==> src/rtl/rotate_right_seq.sv <==
// rotate_right_seq: iterative rotate-right unit with a start/busy/done handshake.
// Define ROT_FAST2_EN to rotate two positions per cycle while at least two remain.
module rotate_right_seq #(
    parameter int WIDTH = 16,
    parameter int AMT_W = 4
) (
    input  logic             clk,
    input  logic             rst_n,
    input  logic             start,
    input  logic [WIDTH-1:0] data_in,
    input  logic [AMT_W-1:0] amt,
    output logic             busy,
    output logic             done,
    output logic [WIDTH-1:0] data_out
);
    typedef enum logic [1:0] {IDLE, ROT, DONE} state_t;
    state_t           state_q;
    logic [WIDTH-1:0] shreg_q, shreg_d, dout_q;
    logic [AMT_W-1:0] cnt_q, cnt_d;
    logic             busy_q, done_q;
`ifdef ROT_FAST2_EN
    logic two;
    assign two     = cnt_q >= AMT_W'(2);
    assign shreg_d = two ? {shreg_q[1:0], shreg_q[WIDTH-1:2]} : {shreg_q[0], shreg_q[WIDTH-1:1]};
    assign cnt_d   = cnt_q - (two ? AMT_W'(2) : AMT_W'(1));
`else
    assign shreg_d = {shreg_q[0], shreg_q[WIDTH-1:1]};
    assign cnt_d   = cnt_q - AMT_W'(1);
`endif
    // IDLE and DONE share the accept path, so a start in DONE costs no bubble.
    always_ff @(posedge clk or negedge rst_n) begin
        if (!rst_n) begin
            state_q <= IDLE;
            busy_q  <= 1'b0;
            done_q  <= 1'b0;
            shreg_q <= '0;
            cnt_q   <= '0;
            dout_q  <= '0;
        end else if (state_q == ROT) begin
            shreg_q <= shreg_d;
            cnt_q   <= cnt_d;
            if (cnt_d == '0) begin
                dout_q  <= shreg_d;
                state_q <= DONE;
                busy_q  <= 1'b0;
                done_q  <= 1'b1;
            end
        end else begin
            done_q <= 1'b0;
            if (start) begin
                shreg_q <= data_in;
                cnt_q   <= amt;
                if (amt != '0) begin
                    state_q <= ROT;
                    busy_q  <= 1'b1;
                end else begin
                    state_q <= DONE;
                    done_q  <= 1'b1;
                    dout_q  <= data_in;
                end
            end else begin
                state_q <= IDLE;
            end
        end
    end
    assign busy     = busy_q;
    assign done     = done_q;
    assign data_out = dout_q;
endmodule

==> config.mk <==
export PLATFORM = sky130hd
export DESIGN_NAME = rotate_right_seq
export DESIGN_NICKNAME = d
export VERILOG_FILES = /design/src/rtl/rotate_right_seq.sv
export SDC_FILE = /design/constraint.sdc
export NUM_CORES = 1
export LEC_CHECK = 0
export ABC_CLOCK_PERIOD_IN_PS = 5200
export CORE_UTILIZATION = 30
export DETAILED_ROUTE_END_ITERATION = 10
export MAX_ROUTING_LAYER = met4
export SYNTH_ARGS = -nofsm -noshare
export SYNTH_HDL_FRONTEND = slang
export SYNTH_SLANG_ARGS = --single-unit
==> constraint.sdc <==
create_clock -name clk -period 5.2 [get_ports clk]
set_input_delay 0.78 -clock clk [delete_from_list [all_inputs] [get_ports clk]]
set_output_delay 0.78 -clock clk [all_outputs]
set_load 0.01 [all_outputs]
== Word level (Yosys, flattened, before mapping) ==
Cells that the tools add are included.
Storage, ports and cells
  register bits after elaboration: 40
Cells by class
  add/subtract/negate cells: 1
  equal/unequal tests: 3
  multiplexer cells: 20
  reduce and logical (&&, ||, !) cells: 6
Operators with widths (number)
  $mux 16: 6
  $mux 1: 8
  $mux 2: 4
  $mux 4: 2
  $reduce_and 3->1: 2
  $logic_not 4->1: 1
  $reduce_bool 2->1: 2
  $reduce_bool 4->1: 1
  $sub 4x1->4 const B: 1
  $eq 2x1->1 const B: 1
  $ne 2x1->1 const B: 1
  $ne 2x2->1 const B: 1

== Depth between registers and ports, before layout ==
  word-level depth: 4
  depth in mapped cells: 8
  depth with buffers taken out: 6

== Worst setup path after synthesis ==
No wires, ideal clock.
  path kind: input to register
  start point: input port amt[2]
  end point: register dout_q[13] (netlist: data_out[13])
  library setup time: 79 ps
  arrival: 1986 ps
  required time: 5121 ps
  path slack: 3135 ps
  stages on the path: 6
  buffers on the path: 2
  cells stage by stage: or4_4 > nor3_2 > o21a_1 > buf_6 > buf_12 > mux2i_1
Between the ends
  word-level cells in the longest chain between the ends: 3
RTL lines
  from (decl): line 11  | input logic [AMT_W-1:0] amt,
  $reduce_bool 4->1: line 53  | if (amt != '0) begin
  $ne 2x2->1 (no source line)
  $reduce_and 3->1 (no source line)
  to (signal assigned): line 43  | dout_q <= shreg_d;
  to (signal assigned): line 59  | dout_q <= data_in;
  to (decl): line 18  | logic [WIDTH-1:0] shreg_q, shreg_d, dout_q;
No other way between the ends.
A chain may end at the register's enable or synchronous reset.

== Worst setup path after layout ==
  start point: input port amt[2]
  end point: register dout_q[12] (netlist: data_out[12])
Same word-level chain as after synthesis.

==> impl_results.md <==
- Final-report hold violation count: 0
- RSZ-0062 raised after global routing: no
- Leak: 1.069 nW
- Max-slew violation count: 0
- Fraction of layout cells with a size suffix above 1: 0.08000
- CTS clk-pin slew, worst paths: 0.07 ns
- Crit Path Category: primary input to flip-flop
- Antenna cells: 0
- Initial Util: 0.3194
- Critical path arrival: 2.95 ns
- Fmax: 0.3639 GHz
- I/O pins: 41
- I/O Buffers: 40
- WP data required: 5.40 ns
- Syn_area_per_cell: 11.12 um2
- Largest net degree at the start of global routing: 40
- Pre-antenna DRT Iters: 4
- Slew headroom: 0.3513
- Crit path max fanout: 17
- Cts repair resizes: 0
- DRC viols: 0
- Synthesized flop and latch total: 39
- Area post-placement: 2207 um2
- Status: completed
- Vias per std cell: 4.493
- Placer's final routability congestion estimate: 0.7717
- Startpoint Class: primary input
- Post-Synthesis Cells: 162
- Max-cap violations: 0
- Unique masters post-synth: 26
- Post-CTS Hold Buffers: 0
- CTS root buf: clkbuf_8
- Final wirelength: 3552 um
- Maximum clock path buffer count: 2
- Fillcell total: 549
- Initial antenna violation count: 0
- Antenna-violating nets left: 0
- Routed length per instance: 13.06 um
- CTS HTree Levels: 2
- Post-synth net total: 187
- Post-DP HPWL: 2397 um
- Pre-CTS setup slack: 2.106 ns
- Core Footprint: 5642 um2
- Maximum VDD drop: 334.7 uV
- Synthesized cell area: 1802 um2
- Yosys warns: 0
- Most frequent cells in the layout: 39 x dfrtp_1, 39 x clkdlybuf4s50_1, 33 x mux2i_1
- Final setup viols: 0
- TritonCTS Buffers: 5
- Crit path capture type: flip-flop
- HP Class: flip-flop to flip-flop
- Setup Skew: 0.005604 ns
- Postcts setup bufs: 0
- P&R area growth vs syn: 28.06%
- Register area: 975.9 um2
- Chip height: 79.50 um
- GRT overflow: 0
- Vias in the first global route: 1248
- Final TNS setup: 0 ns
- Clock Latency Late Sink: 0.29 ns
- FF-to-FF setup slack: 2.66 ns
- Total Routing Usage GR: 0.1321
- Area taken by multi-input logic gates: 674.4 um2
- Setup WS post-layout: 2.452 ns
- Power per Cell Area: 606.1 nW/um2
- CTS Sinks: 39
- CTS tree: built
- Die X: 79.50 um
- Drt initial violations: 42
- Die area: 6319 um2
- Via count: 1222
- Sequential-to-total area share from yosys stat: 0.5417
- Core Rows: 27
- Worst slew pin tran: 0.9731 ns
- Post-layout instance area: 2307 um2
- Minimum clock period: 2.748 ns
- Number of nets in the layout: 224
- Min Hold Slack: 0.5196 ns
- First-pass GRT wire length: 6058 um
- Period utilisation layout: 0.5285
-- worst paths after layout --
check	start	endpoint	depth (start not counted)
min in group asynchronous	rst_n	cnt_q[3]$_DFFE_PN0N_	1
worst max register to register	state_q[1]$_DFFE_PN0P_	data_out[12]$_DFFE_PN0P_	4
max in group asynchronous	rst_n	data_out[3]$_DFFE_PN0P_	1
worst min-delay path	data_out[1]$_DFFE_PN0P_	data_out[1]$_DFFE_PN0P_	2
worst max-delay path	amt[2]	data_out[12]$_DFFE_PN0P_	5
worst min register to register	data_out[1]$_DFFE_PN0P_	data_out[1]$_DFFE_PN0P_	2
-- per-layer routing --
layer  wire, um  track usage  share of wire  vias up
li1           -            -              -      612
met2       1609       0.1923           0.45       30
met4         34      0.04909         0.0096        0
met3        164      0.04571          0.046        4
met1       1745       0.1688           0.49      576
met5          0            -              0        -
-- through the flow --
step	power, W	utilization	instances
final	0.001398	0.4090	272
after global routing	0.001522	0.4090	272
after CTS	0.001422	0.4090	272
after detailed placement	0.001195	0.3912	264
after global placement	0.001176	0.3912	264
after floorplan	0.0009780	-	162
-- report_power, final --
part	total, W	switching [W]	internal [W]
logic	0.000629	0.000306	0.000323
clock network	0.000222	0.000101	0.000121
registers	0.000547	0.0000899	0.000457
-- kinds of logic after synthesis --
group	Yosys count	synth area share
AND/OR/NAND/NOR	28	0.07778
AO/OA/AOI/OAI	30	0.09445
adder cells (fa/ha/maj)	2	0.01389
XOR/XNOR	1	0.004862
flip-flops	39	0.5417
multiplexers	33	0.1833
buffers and inverters	29	0.08402
-- registers in the layout, summed over array words and instances (netlist names) --
name / count
data_out: 16
busy: 1
state_q: 2
shreg_q: 16
cnt_q: 4
-- worst max-delay path: stages --
cell	delay, ns
clkdlybuf4s50_1	0.43
or4_4	0.56
nor3_2	0.11
o21a_1	0.78
mux2i_1	0.28
-- area by class of cell --
| type | instances | area share |
|---|---|---|
| flip-flops and latches | 39 | 0.4230 |
| clock buffers | 8 | 0.04338 |
| multi-input cells | 94 | 0.2923 |
| repair buffers | 40 | 0.1714 |
| inverters | 19 | 0.03091 |
| well taps | 72 | 0.03905 |
-- Yosys cell counts --
| cell | count | area [um2] |
|---|---|---|
| a31o_2 | 1 | 8.760 |
| inv_1 | 19 | 71.32 |
| a211oi_1 | 2 | 15.01 |
| buf_6 | 2 | 22.52 |
| and3_4 | 1 | 11.26 |
| dfrtp_1 | 39 | 975.9 |
| or4_4 | 1 | 11.26 |
| nor4_1 | 1 | 6.260 |
| o31a_2 | 1 | 10.01 |
| nand2b_1 | 1 | 6.260 |
| or2_2 | 1 | 6.260 |
| nor3_2 | 1 | 10.01 |
| o21ai_2 | 1 | 8.760 |
| clkbuf_1 | 5 | 18.77 |
| o21ai_0 | 2 | 10.01 |
| xnor2_1 | 1 | 8.760 |
| and2b_2 | 1 | 8.760 |
| buf_2 | 1 | 5.000 |
| a21oi_1 | 22 | 110.1 |
| nor3_1 | 1 | 5.000 |
| buf_12 | 1 | 20.02 |
| clkbuf_8 | 1 | 13.76 |
| ha_1 | 2 | 25.02 |
| o21a_1 | 1 | 7.510 |
| nor2_1 | 20 | 75.07 |
| mux2i_1 | 33 | 330.3 |
No activity file was read; power rests on OpenSTA's default activity.
